--- src/rtl/fpu_ss_pkg.sv ---
// rtl/fpu_ss_pkg.sv - shared types and constants for the FPU subsystem memory interface
package fpu_ss_pkg;

  localparam int X_ID_WIDTH  = 4;
  localparam int X_MEM_WIDTH = 32;

  typedef enum logic [1:0] {
    IDLE        = 2'd0,
    WAIT_COMMIT = 2'd1,
    ADDR        = 2'd2,
    DATA        = 2'd3
  } xmem_state_e;

  typedef enum logic [1:0] {
    BYTE        = 2'd0,
    HALF_WORD   = 2'd1,
    WORD        = 2'd2,
    DOUBLE_WORD = 2'd3
  } mem_size_e;

  localparam logic [5:0] EXC_LD_MISALIGN = 6'd4;
  localparam logic [5:0] EXC_ST_MISALIGN = 6'd6;

  typedef struct packed {
    logic [X_ID_WIDTH-1:0]  id;
    logic [31:0]            addr;
    logic [1:0]             mode;
    mem_size_e              size;
    logic                   we;
    logic [X_MEM_WIDTH-1:0] wdata;
    logic                   last;
    logic                   spec;
  } x_mem_req_t;

  typedef struct packed {
    logic       exc;
    logic [5:0] exccode;
    logic       dbg;
  } x_mem_resp_t;

  typedef struct packed {
    logic [X_ID_WIDTH-1:0] id;
    logic                  commit_kill;
  } x_commit_t;

  typedef struct packed {
    logic [X_ID_WIDTH-1:0]  id;
    logic [X_MEM_WIDTH-1:0] rdata;
    logic                   err;
    logic                   dbg;
  } x_mem_result_t;

endpackage

--- src/rtl/x_mem_lane_align.sv ---
// rtl/x_mem_lane_align.sv - byte-lane alignment, byte enables and misalignment detection
module x_mem_lane_align
  import fpu_ss_pkg::*;
(
  input  logic [1:0]  offset_i,
  input  mem_size_e   size_i,
  input  logic [31:0] wdata_i,
  input  logic [31:0] rdata_i,
  output logic        misaligned_o,
  output logic [3:0]  be_o,
  output logic [31:0] wdata_o,
  output logic [31:0] rdata_o
);

  logic [31:0] rdata_shifted;

  assign wdata_o = wdata_i << {offset_i, 3'b000};

  // Size-dependent byte enables, misalignment and zero-filled read extraction
  always_comb begin
    misaligned_o  = 1'b0;
    be_o          = 4'hf;
    rdata_shifted = rdata_i >> {offset_i, 3'b000};
    rdata_o       = rdata_shifted;
    case (size_i)
      BYTE: begin
        be_o    = 4'b0001 << offset_i;
        rdata_o = {24'h0, rdata_shifted[7:0]};
      end
      HALF_WORD: begin
        misaligned_o = offset_i[0];
        be_o         = 4'b0011 << offset_i;
        rdata_o      = {16'h0, rdata_shifted[15:0]};
      end
      WORD: begin
        misaligned_o = |offset_i;
      end
      default: begin
        // 64-bit accesses cannot be served on a 32-bit bus
        misaligned_o = 1'b1;
      end
    endcase
  end

endmodule

--- src/rtl/x_mem_responder.sv ---
// rtl/x_mem_responder.sv - cv-x-if memory responder bridging FPU requests onto an OBI data bus
module x_mem_responder
  import fpu_ss_pkg::*;
#(
  parameter int X_ID_WIDTH  = 4,
  parameter int X_MEM_WIDTH = 32
) (
  input  logic          clk_i,
  input  logic          rst_i,
  input  logic          x_mem_valid_i,
  output logic          x_mem_ready_o,
  input  x_mem_req_t    x_mem_req_i,
  output x_mem_resp_t   x_mem_resp_o,
  input  logic          x_commit_valid_i,
  input  x_commit_t     x_commit_i,
  output logic          x_mem_result_valid_o,
  output x_mem_result_t x_mem_result_o,
  output logic          data_req_o,
  input  logic          data_gnt_i,
  output logic [31:0]   data_addr_o,
  output logic          data_we_o,
  output logic [3:0]    data_be_o,
  output logic [31:0]   data_wdata_o,
  input  logic          data_rvalid_i,
  input  logic [31:0]   data_rdata_i,
  input  logic          data_err_i
);

  xmem_state_e            state_q, state_d;
  logic [X_ID_WIDTH-1:0]  id_q, id_d;
  logic [31:0]            addr_q, addr_d;
  mem_size_e              size_q, size_d;
  logic                   we_q, we_d;
  logic [X_MEM_WIDTH-1:0] wdata_q, wdata_d;
  logic                   res_valid_q, res_valid_d;
  logic [X_ID_WIDTH-1:0]  res_id_q, res_id_d;
  logic [X_MEM_WIDTH-1:0] res_rdata_q, res_rdata_d;
  logic                   res_err_q, res_err_d;

  logic        align_misaligned;
  logic [3:0]  align_be;
  logic [31:0] align_wdata;
  logic [31:0] align_rdata;
  logic [1:0]  align_offset;
  mem_size_e   align_size;
  logic        commit_req_hit;
  logic        commit_lat_hit;
  logic        unused_req_fields;

  // mode and last carry no meaning for a single-beat responder
  assign unused_req_fields = ^{x_mem_req_i.mode, x_mem_req_i.last};

  // In IDLE the aligner checks the incoming request; otherwise it serves the latched one
  assign align_offset = (state_q == IDLE) ? x_mem_req_i.addr[1:0] : addr_q[1:0];
  assign align_size   = (state_q == IDLE) ? x_mem_req_i.size : size_q;

  x_mem_lane_align u_lane_align (
    .offset_i     (align_offset),
    .size_i       (align_size),
    .wdata_i      (wdata_q),
    .rdata_i      (data_rdata_i),
    .misaligned_o (align_misaligned),
    .be_o         (align_be),
    .wdata_o      (align_wdata),
    .rdata_o      (align_rdata)
  );

  assign commit_req_hit = x_commit_valid_i && (x_commit_i.id == x_mem_req_i.id);
  assign commit_lat_hit = x_commit_valid_i && (x_commit_i.id == id_q);

  assign x_mem_ready_o = (state_q == IDLE);

  // Bus fields are only driven while a request is presented, so they idle at zero
  assign data_req_o   = (state_q == ADDR);
  assign data_addr_o  = data_req_o ? {addr_q[31:2], 2'b00} : 32'h0;
  assign data_we_o    = data_req_o & we_q;
  assign data_be_o    = data_req_o ? align_be : 4'h0;
  assign data_wdata_o = data_req_o ? align_wdata : 32'h0;

  assign x_mem_result_valid_o = res_valid_q;
  assign x_mem_result_o       = {res_id_q, res_rdata_q, res_err_q, 1'b0};

  // Next state, request latching, accept-cycle response and result capture
  always_comb begin
    state_d      = state_q;
    id_d         = id_q;
    addr_d       = addr_q;
    size_d       = size_q;
    we_d         = we_q;
    wdata_d      = wdata_q;
    res_valid_d  = 1'b0;
    res_id_d     = res_id_q;
    res_rdata_d  = res_rdata_q;
    res_err_d    = res_err_q;
    x_mem_resp_o = '0;
    case (state_q)
      IDLE: begin
        if (x_mem_valid_i) begin
          if (align_misaligned) begin
            x_mem_resp_o.exc     = 1'b1;
            x_mem_resp_o.exccode = x_mem_req_i.we ? EXC_ST_MISALIGN : EXC_LD_MISALIGN;
          end else begin
            id_d    = x_mem_req_i.id;
            addr_d  = x_mem_req_i.addr;
            size_d  = x_mem_req_i.size;
            we_d    = x_mem_req_i.we;
            wdata_d = x_mem_req_i.wdata;
            if (!x_mem_req_i.spec) begin
              state_d = ADDR;
            end else if (commit_req_hit) begin
              state_d = x_commit_i.commit_kill ? IDLE : ADDR;
            end else begin
              state_d = WAIT_COMMIT;
            end
          end
        end
      end
      WAIT_COMMIT: begin
        if (commit_lat_hit) begin
          state_d = x_commit_i.commit_kill ? IDLE : ADDR;
        end
      end
      ADDR: begin
        if (data_gnt_i) begin
          state_d = DATA;
        end
      end
      DATA: begin
        if (data_rvalid_i) begin
          res_valid_d = 1'b1;
          res_id_d    = id_q;
          res_rdata_d = align_rdata;
          res_err_d   = data_err_i;
          state_d     = IDLE;
        end
      end
      default: begin
        state_d = IDLE;
      end
    endcase
  end

  // State, latched request and registered result
  always_ff @(posedge clk_i or posedge rst_i) begin
    if (rst_i) begin
      state_q     <= IDLE;
      id_q        <= '0;
      addr_q      <= '0;
      size_q      <= BYTE;
      we_q        <= 1'b0;
      wdata_q     <= '0;
      res_valid_q <= 1'b0;
      res_id_q    <= '0;
      res_rdata_q <= '0;
      res_err_q   <= 1'b0;
    end else begin
      state_q     <= state_d;
      id_q        <= id_d;
      addr_q      <= addr_d;
      size_q      <= size_d;
      we_q        <= we_d;
      wdata_q     <= wdata_d;
      res_valid_q <= res_valid_d;
      res_id_q    <= res_id_d;
      res_rdata_q <= res_rdata_d;
      res_err_q   <= res_err_d;
    end
  end

endmodule
--- config.mk ---
export PLATFORM = sky130hd
export DESIGN_NAME = x_mem_responder
export DESIGN_NICKNAME = d
export VERILOG_FILES = /design/src/rtl/fpu_ss_pkg.sv /design/src/rtl/x_mem_lane_align.sv /design/src/rtl/x_mem_responder.sv
export SDC_FILE = /design/constraint.sdc
export NUM_CORES = 1
export LEC_CHECK = 0
export BUFFER_PORTS_ARGS = -buffer_cell sky130_fd_sc_hd__buf_2
export CAP_MARGIN = 20
export CELL_PAD_IN_SITES_DETAIL_PLACEMENT = 1
export CELL_PAD_IN_SITES_GLOBAL_PLACEMENT = 1
export CORE_ASPECT_RATIO = 1.2
export CORE_MARGIN = 4
export CORE_UTILIZATION = 37
export DETAILED_ROUTE_END_ITERATION = 10
export PLACE_DENSITY = 0.88
export SLEW_MARGIN = 20
export SYNTH_ARGS = -nofsm -noshare
export SYNTH_HDL_FRONTEND = slang
export SYNTH_SLANG_ARGS = --single-unit
--- constraint.sdc ---
create_clock -name clk_i -period 3.63 [get_ports clk_i]
set_input_delay 0.1815 -clock clk_i [delete_from_list [all_inputs] [get_ports clk_i]]
set_output_delay 0.1815 -clock clk_i [all_outputs]
set_load 0.005 [all_outputs]
-- Yosys cells after proc, flatten, opt, wreduce, memory -nomap -nowiden
Index checks and enable logic that the tools add are counted.
Widths: inputs -> output; s select.
- reductions and logical operators: 8
- bitwise operators: 2
- eq/ne operators: 12
- mux-type cells: 23
- shifts and indexed selects: 4
- operator list (operator ; count):
    $mux 32 ; 2
    $pmux 32 s2 ; 1
    $shl 32x5->32 ; 1
    $shr 32x5->32 ; 1
    $mux 2 ; 11
    $mux 7 ; 3
    $eq 4x4->1 ; 2
    $ne 2x2->1 const B ; 4
    $pmux 2 s4 ; 1
    $pmux 4 s2 ; 1
    $eq 2x2->1 const B ; 3
    $reduce_and 5->1 ; 1
    $eq 2x1->1 const B ; 2
    $logic_not 2->1 ; 2
    $mux 4 ; 1
    $shl 1x2->4 const A ; 1
    $shl 2x2->4 const A ; 1
    $pmux 1 s3 ; 1
    $reduce_and 3->1 ; 1
    $logic_and 1x1->1 ; 2
    $mux 1 ; 2
    $ne 2x1->1 const B ; 1
    $reduce_and 2->1 ; 1
    $reduce_or 2->1 ; 1
    2 further kinds ; 2
- register bits: 111
- input bits: 119
- word-level logic and storage cells: 59
- output and inout port bits: 118

-- Depth between registers and ports, before layout
Gate-level depths: netlist (run 1).
- word-level depth: 7
- depth in mapped cells: 7
- mapped depth without buffers: 5

-- Hierarchy
Synthesis (run 1) repeated with hierarchy kept, for this count alone.
- cell total of the unflattened synthesis: 550
- area, all modules: 6164.7 µm²
- by module, submodules not included (module ; times used ; area an instance (µm²) ; cells each ; seq. area each (µm²)):
    x_mem_responder ; 1 ; 4916.0 ; 362 ; 2777.7
    x_mem_lane_align ; 1 ; 1248.7 ; 188 ; 0.0

-- Least setup slack after synthesis (run 1)
OpenSTA, ideal clock, no wires.
- kind: register to register
- from: register state_q[1]
- to: register addr_q[0]
- required time: 3.505 ns
- stages on the path, launching flop included: 7
- path buffers: 2
- library setup time: 0.125 ns
- slack: 1.681 ns
- data arrival time: 1.824 ns
- cell sequence: dfrtp_1 -> or3b_1 -> a221oi_2 -> or3_1 -> buf_6 -> buf_12 -> mux2_4
- word-level cells in the longest chain between the ends: 6
- RTL lines (element ; RTL line ; RTL):
    from (decl) ; x_mem_responder.sv:29 ; xmem_state_e state_q, state_d;
    from (signal assigned) ; x_mem_responder.sv:157 ; state_q <= state_d;
    $logic_not 2->1 (*) ; x_mem_responder.sv:54, x_mem_responder.sv:55, x_mem_responder.sv:96 ;
    $mux 2, on equally long branches ; x_mem_responder.sv:55, x_mem_responder.sv:54 ;
    $eq 2x2->1 (tied with other cells) ; x_mem_lane_align.sv:25 ; case (size_i)
    $pmux 1 s3 ; x_mem_lane_align.sv:25 ;
    $not 1->1 (no line) ; -- ;
    $reduce_and 3->1 (no line) (*) ; -- ;
    to (signal assigned) ; x_mem_responder.sv:159 ; addr_q <= addr_d;
    to (decl) ; x_mem_responder.sv:31 ; logic [31:0] addr_q, addr_d;
Mark *: on every way between the ends. The rest lies on a longest branch, timed or not.
A chain may end at the register's enable or synchronous reset.

-- Final worst setup path (run 1)
- from: register state_q[1]
- to: output data_wdata_o[24]
- word-level cells in the longest chain between the ends: 4
- RTL lines (element ; RTL line ; RTL):
    $logic_not 2->1 ; x_mem_responder.sv:54 ; assign align_offset = (state_q == IDLE) ? x_mem_req_i.addr[1:0] : addr_q[1:0];
    $mux 2 ; x_mem_responder.sv:54 ;
    $shl 32x5->32 ; x_mem_lane_align.sv:17 ; assign wdata_o = wdata_i << {offset_i, 3'b000};
    $mux 32 (*) ; x_mem_responder.sv:78 ; assign data_wdata_o = data_req_o ? align_wdata : 32'h0;
    to (decl) ; x_mem_responder.sv:23 ; output logic [31:0] data_wdata_o,
Marks and branches as above.

==> summary by stage, run 1 <==
Synth
The post-synthesis register bit count is approximately 110. Yosys mapped a number of flops with a built-in enable equal to 0. The cell with the most instances after synthesis is sky130_fd_sc_hd__dfrtp_1. The post-synthesis instance total is approximately 530. The post-synthesis instance area is 6050 um^2. The largest total area in the synthesized netlist belongs to sky130_fd_sc_hd__dfrtp_1. The portion of synthesized cell area occupied by the leading cell type is between 40% and 50%. Ranked by total cell area, the synthesized netlist is headed by sky130_fd_sc_hd__dfrtp_1, sky130_fd_sc_hd__mux2_4, sky130_fd_sc_hd__mux2i_1. The average cell area after synthesis is approximately 12 um^2. The number of warnings issued by yosys is 0. The async set or reset register ratio after synthesis is 100%. The share of the Yosys chip area taken by registers is 45.9%. In the synthesized netlist, the cells that appear most often are sky130_fd_sc_hd__dfrtp_1, sky130_fd_sc_hd__mux2_4, sky130_fd_sc_hd__nand2_1.

Yosys mapped the design onto 55 distinct sky130hd cell types. The primary flip-flop cell chosen by synthesis mapping is sky130_fd_sc_hd__dfrtp_1.

Placed design
Input and output buffers added on the ports amount to around 230. The total placed cells including tap cells is about 940. The placed wire-length estimate is ~14000 um. The cell area after placement is between 7000 and 8000 um^2. The placer congestion estimate is 0.843.

Timing
Setup violations remaining at the end of the flow were counted as 0. The smallest clock period supported by the final layout is computed as 3.15 ns. On the final layout, the worst hold slack is -0.00871 ns. The final number of hold-violating endpoints is 7. Setup repair after global routing left no endpoint under its margin. Timing would allow up to 318 MHz.

The clock tree skew after final layout is 0.00978 ns. At the pin with the least slew margin, the transition time is ~0.9 ns. In the final timing run, aggregate negative setup slack is 0 ns. The final worst-path cycle share is between 80% and 90%. The worst pin sits at a relative slew slack of a little under two fifths.

The count of pins over their slew limit was 0.

Route
The number of routed nets with antenna violations is 0. The number of DRC violations after detailed-routing iteration 0 is roughly 300. The detailed-router iteration count before antenna repair is 4. The number of vias in the routed layout is about 4900. Wires add up to between 15000 and 20000 um. After detailed routing, the average wire length per cell comes to 19.9 um. In the routed layout, each cell is associated on average with a via count of a little over 5. The detailed-route DRC error count is 0.

Clock tree
In this run the number of H-tree levels came out at 3. The clock net sink count is ~110. The worst-skew pair later-pin latency is between 0.3 and 0.4 ns. The number of buffers inserted by hold repair at cts is 0. The clock slew seen by the registers of the worst setup and hold paths is roughly 0.08 ns.

The clock root buffer master is sky130_fd_sc_hd__clkbuf_16. In this run, CTS created clock tree buffers numbering 9. The maximum root-to-sink buffer count is 2. In this run, post-CTS repair resized a total of 0 instances. The post-CTS setup-driven buffer insertion count is 0. The clock tree from TritonCTS is built.

Pwr
The internal power summed over all cells is ~3.8 mW. The sequential share of power is 38.3%. The share of total power dissipated in combinational logic is 45.6%. The switching fraction of total power is 37.2%. The leakage power summed over all cells is between 4 and 5 nW. The peak ir drop on the vdd network is roughly 0.00035 V.

Power comes to roughly 6 mW. The share of total power dissipated in the clock network is between 10% and 20%. The power density over the cells is between 700 and 800 nW/um^2. Summed over all nets, the switching power comes to between 2 and 2.5 mW.

Layout
From synthesis to final layout, the design area changed by 24.7%. Summing all non-filler instances in the final layout gives an area of about 7600 um^2. The net count of the finished layout is 858.

The count of cells in the finished layout, fillers not included, comes to between 900 and 1000. The layout has about 1800 filler cells. The fraction of layout instances using a drive strength above 1 is between 40% and 50%.

GRT
The aggregate global-route resource usage is 20.0%. The via count of the first global-routing pass is roughly 5400. The wire length of the first global-routing pass is between 20000 and 30000 um. The initial antenna violation count is 2. Entering global routing, the biggest net connects 85 pins. The global-route congestion overflow total is 0.

Worst setup path
Traced cell by cell, the critical path runs through or2_1, clkinv_1, mux2i_4, mux2i_1, o22ai_1, buf_2. The worst setup path is captured at an output pin. For the worst setup path, the data required time is approximately 3.5 ns. The critical path's slowest cell is sky130_fd_sc_hd__mux2i_4. In this design, the largest share of critical-path delay is due to multiplexers. Counting both buffers and inverters, the worst setup path holds a total of 2. The arrival time reported for the critical path endpoint is 2.96 ns.

STA classifies the critical path startpoint as a flip-flop. The biggest fanout along the worst timing path is 20. The type of the worst setup path is reg -> out. In this design, the stage delay of the slowest critical-path cell is 0.78 ns.

Floorplanning
In this run the horizontal extent of the chip is about 120 um. The starting density of the core is about two fifths. Measured along the y axis, the die boundary spans around 150 um. The core region is 15800 um^2.

The top-level I/O count is ~240. The total die area is 18500 um^2. Row generation in the floorplan step produced 50 rows.

Run status
The checks that failed: hold timing. The flow ran to the end, but the final reports show violations.

Worst hold path
The worst hold path belongs to the class in -> async.

Flow run
The max-capacitance violation count is 0.
-- path summary, 6_finish.rpt --
| path | end | from | slack (ns) | cells after the start |
|---|---|---|---|---|
| max in group asynchronous | addr_q[24] | rst_i | 2.91 | 3 |
| hold reg to reg | res_err_q | res_err_q | 0.47 | 2 |
| min in group clk_i | res_err_q | data_err_i | 0.05 | 3 |
| setup / recovery | data_wdata_o[24] | state_q[1] | 0.48 | 6 |
| hold / removal | wdata_q[2] | rst_i | -0.009 | 2 |
| setup reg to reg | res_rdata_q[15] | state_q[1] | 0.84 | 6 |
-- power groups by stage --
stage | sequential [mW] | combinational [mW] | clock (mW)
final | 2.30 | 2.74 | 0.967
after global routing | 2.39 | 2.98 | 1.03
after CTS | 2.30 | 2.77 | 1.00
after detailed placement | 2.31 | 2.77 | 0
after global placement | 2.27 | 2.65 | 0
after floorplan | 2.13 | 2.12 | 0
-- cell usage in the layout, fill, tap and decap left out, types with 3 or more instances in the layout --
cell / instances
sky130_fd_sc_hd__buf_2: 225
sky130_fd_sc_hd__o211ai_1: 8
sky130_fd_sc_hd__nor2b_1: 3
sky130_fd_sc_hd__nand2_1: 56
sky130_fd_sc_hd__and3_1: 8
sky130_fd_sc_hd__o21ai_0: 45
sky130_fd_sc_hd__a22oi_1: 8
sky130_fd_sc_hd__a211o_1: 8
sky130_fd_sc_hd__mux2i_1: 34
sky130_fd_sc_hd__clkbuf_16: 9
sky130_fd_sc_hd__xnor2_1: 4
sky130_fd_sc_hd__and2_1: 33
sky130_fd_sc_hd__dfrtp_1: 111
sky130_fd_sc_hd__mux2_4: 70
sky130_fd_sc_hd__inv_1: 4
sky130_fd_sc_hd__o22ai_1: 8
sky130_fd_sc_hd__a21oi_1: 13
sky130_fd_sc_hd__inv_6: 6
sky130_fd_sc_hd__nor2_1: 7
sky130_fd_sc_hd__nand3_1: 10
sky130_fd_sc_hd__a22o_1: 8
sky130_fd_sc_hd__buf_4: 12
sky130_fd_sc_hd__conb_1: 8
sky130_fd_sc_hd__nand2b_1: 5
-- cells by family after synthesis --
kind of cell,after synthesis,share of synthesized area (%)
AOI/OAI and AO/OA,111,11.8
other,1,0.0619
buffers and inverters,48,5.99
DFF,111,45.9
xor gates and xnor gates,5,0.723
and+or+nand+nor,144,12.4
muxes,105,23.1
-- worst register-to-register path, delay by kind of cell (launching register included) --
family | cells | cell delay [ns]
mux | 2 | 1.01
simple gates | 1 | 0.29
flops | 1 | 0.65
compound gates | 1 | 0.11
buf+inv | 2 | 0.60
-- metal layers --
layer	routed length, um	track usage [%]
met1	7780	24.2
met2	9670	34.7
met3	1000	4.09
met4	513	8.33
met5	0	0
-- final cells by class --
type / count / area, um^2 / share of cell area (%)
sequential: 111 / 2780 / 36.8
timing repair buffer: 238 / 1240 / 16.4
multi-input combinational: 373 / 2970 / 39.3
antenna: 2 / 5.00 / 0.0663
clock inverter: 7 / 53.8 / 0.713
tap: 208 / 260 / 3.45
clock buffer: 9 / 225 / 2.98
inverter: 6 / 27.5 / 0.365
-- state kept, by name, indices dropped and copies added, names as in the netlist --
| signal | count |
|---|---|
| x_mem_result_valid_o | 1 |
| res_id_q | 4 |
| state_q | 2 |
| res_rdata_q | 32 |
| res_err_q | 1 |
| addr_q | 32 |
| id_q | 4 |
| we_q | 1 |
| size_q | 2 |
| wdata_q | 32 |
-- through the flow --
step                      setup WS [ns]  utilization [%]
after floorplan                   0.518                -
after global placement            0.905             45.9
after detailed placement          0.801             45.9
after CTS                         0.448             47.7
after global routing              0.265             47.7
final                             0.485             47.7
No activity file was read; power rests on OpenSTA's default activity.
==> run 2: changes to the inputs <==
- CORE_UTILIZATION: 37 -> 39
- CTS_BUF_LIST: unset -> sky130_fd_sc_hd__clkbuf_2 sky130_fd_sc_hd__clkbuf_4 sky130_fd_sc_hd__clkbuf_8
- PLACE_DENSITY: 0.88 -> 0.92
==> run 2 against run 1 <==
Against the previous run: the run now ends clean; global-route usage grew 2.4 points; cell area is 2.6% higher; combinational power about the same; fmax down 2.0%; sequential power up 2%; first-iteration DRC count fell by 19%; largest cell class unchanged.
==> summary by stage, run 2 (synthesized netlist as in run 1, its figures left out) <==
Run status
The flow ran to the end, and the final reports show no timing, DRC or antenna violations.

Route
The number of DRC violations after detailed-routing iteration 0 is 244 (-19%). The routed via count divided by cell count is 5.21 (+1.1%). The routed length on met2 came to 10600 um (+9.6%). The detailed route wirelength on metal3 is 1290 um (+29%).

The wire length after detailed routing is 19900 um (+5.1%). The detailed-route DRC error count is 0 (unchanged). The number of vias in the routed layout came to 5076 (+3.3%). The routed wirelength normalized by instance count is 20.4 um (+2.8%). The detailed-router iteration count before antenna repair is 6 (+2). The number of routed nets with antenna violations is 0 (unchanged). The uppermost metal layer occupied by signal nets is met5.

The routed metal-1 wirelength is 7380 um (-5.1%).

GRT
The global-route congestion overflow total is 0 (unchanged). The aggregate global-route resource usage is 22.4% (+2.4 points). The via count of the first global-routing pass is 5569 (+3.0%).

The initial antenna violation count is 4 (+2). The pin count of the biggest net entering global routing is 58 (-32%). The wire length of the first global-routing pass is 30500 um (+3.2%).

Placed design
The number of buffer cells added on primary ports is 225 (unchanged). The total placed cells including tap cells came to 929 (-0.75%). The placed wire-length estimate came to 14600 um (+1.1%). The placer congestion estimate is 0.849 (+0.69%).

Timing
The clock tree skew after final layout was 0.0186 ns (+0.00885 ns). The final number of hold-violating endpoints is 0 (-7). The final worst-path cycle share came to 88.5% (+1.8 points). The maximum clock frequency came to 311 MHz (-2.0%).

The time the final worst path needs with I/O delays and setup is 3.21 ns (+0.0655 ns). The total negative setup slack was 0 ns (unchanged). The final setup violation count was 0 (unchanged). The worst max-slew margin expressed relative to the limit came to 40.6% (+2.2 points). The count of pins over their slew limit is 0 (unchanged). Setup repair after global routing left no endpoint under its margin. The transition at the pin with the smallest max-transition slack is 0.889 ns (-0.0160 ns).

Layout
In the layout the commonest cells are sky130_fd_sc_hd__buf_2, sky130_fd_sc_hd__dfrtp_1, sky130_fd_sc_hd__mux2_4. The library cell used most frequently in the layout, excluding fill and tap cells, is sky130_fd_sc_hd__buf_2. The net count of the finished layout is 883 (+2.9%). The largest registers in the layout are addr_q: 32 flops, res_rdata_q: 32 flops, wdata_q: 32 flops. The number of standard cells in the layout, taps in and fillers out was 975 (+2.2%). The core utilization of the finished layout was 51.3% (+3.6 points). The fraction of layout instances using a drive strength above 1 is 43.4% (-2.0 points). The layout-stage area growth over the synthesis result is 27.9%.

Worst setup path
The biggest fanout along the worst timing path came to 27 (+35%). The worst reg-to-reg path cell count came to 5 (-1). The critical path data required time is 3.45 ns (about the same). The arrival time reported for the critical path endpoint is 3.03 ns (+0.07 ns).

The setup slack of the worst register-to-register path was 0.90 ns (+0.06 ns). The element type at the critical path end is an output pin. Tracing the worst setup path back leads to its startpoint at state_q[1]. The worst setup path is launched from a flip-flop. The capturing instance or port of the critical path is data_wdata_o[27].

The endpoint of the worst-slack reg-to-reg timing path is addr_q[6]. The launch instance of the worst register-to-register path is state_q[1]. The worst setup path is of the reg -> out kind.

Clock tree
The clock net sink count was 111 (unchanged). The number of buffers inserted by hold repair at cts is 22 (+22). The worst-skew pair later-pin latency is 0.40 ns (+0.05 ns). The number of CTS-inserted buffers came to 9 (unchanged). The post-CTS setup-driven buffer insertion count is 0 (unchanged). The maximum root-to-sink buffer count came to 2 (unchanged). Clock tree synthesis selected as its root buffer the cell sky130_fd_sc_hd__clkbuf_8. The H-tree level count is 3 (unchanged). The clock slew seen by the registers of the worst setup and hold paths is 0.13 ns (+0.05 ns). The clock tree from TritonCTS is built.

The number of resized instances in the post-cts repair step was 0 (unchanged).

Floorplanning
The height of the die was 144 um (-2.5%). The chip width is 122 um (-2.4%). The top-level I/O count is 237 (unchanged).

The core area is 15100 um^2 (-4.7%). The starting density of the core is 40.1% (+1.9 points). The site row count is 49 (-2.0%). The total die area came to 17600 um^2 (-4.8%).

Pwr
The clock power share was 14.2% (-1.9 points). The peak ir drop on the vdd network is 0.000393 V (+12%). The power density over the cells is 763 nW/um^2 (-4.2%). The leakage power summed over all cells is 4.16 nW (+1.7%). The switching power total came to 2.28 mW (+1.8%). The internal power summed over all cells is 3.63 mW (-3.9%). The combinational share of power is 46.2% (+0.6 points). The switching fraction of total power is 38.5% (+1.4 points).

The sequential share of power is 39.6% (+1.3 points).

Worst hold path
The path class of the tightest hold or removal check is in -> reg.

Flow run
The max-capacitance violation count is 0 (unchanged).
## run 2: worst min path at each step
stage,start,end,slack [ns],depth (start not counted)
after floorplan,data_err_i,res_err_q,0.29,2
after global placement,rst_i,wdata_q[0],0.35,2
after detailed placement,rst_i,res_rdata_q[12],0.36,2
after CTS,x_mem_req_i[56],addr_q[17],0.0002,2
after global routing,x_mem_req_i[57],addr_q[18],0.003,2
final,x_mem_req_i[14],wdata_q[12],0.02,2
## run 2: layer usage
layer  vias up  global-route usage [%]
met5         -                       0
met4         6                    8.67
met3        45                    5.79
met2       204                    40.6
met1      2496                    25.1
li1       2325                       -
## run 2: area by class of cell
cell class / count / area (um^2)
tap: 204 / 255
antenna: 2 / 5.00
inverter: 6 / 25.0
clock inverter: 7 / 100
fill: 1751 / 7340
clock buffer: 9 / 124
multi-input combinational: 373 / 2960
timing repair buffer: 263 / 1490
sequential: 111 / 2780
## run 2: critical path: stages (launching register included)
cell                       delay [ns]
sky130_fd_sc_hd__dfrtp_1         0.81
sky130_fd_sc_hd__or2_1           0.31
sky130_fd_sc_hd__clkinv_1        0.22
sky130_fd_sc_hd__mux2i_4         0.20
sky130_fd_sc_hd__buf_4           0.43
sky130_fd_sc_hd__mux2i_1         0.37
sky130_fd_sc_hd__o22ai_1         0.15
sky130_fd_sc_hd__buf_2           0.16
## run 2: power groups by stage
stage / Sequential [mW] / Combinational, mW / Clock, mW
6_report: 2.34 / 2.73 / 0.838
2_1_floorplan: 2.13 / 2.12 / 0
5_1_grt: 2.42 / 2.97 / 0.913
3_3_place_gp: 2.30 / 2.58 / 0
3_5_place_dp: 2.33 / 2.70 / 0
4_1_cts: 2.32 / 2.73 / 0.859
## run 2: metrics by stage
step	hold slack (ns)	total power [mW]	cell area, um^2	setup slack, ns
finish	0.0216	5.91	7740	0.419
global route	0.00299	6.30	7740	0.224
CTS	0.000217	5.91	7680	0.458
detailed placement	0.361	5.04	7230	0.900
global placement	0.354	4.88	7230	0.927
floorplan	0.287	4.25	6080	0.518
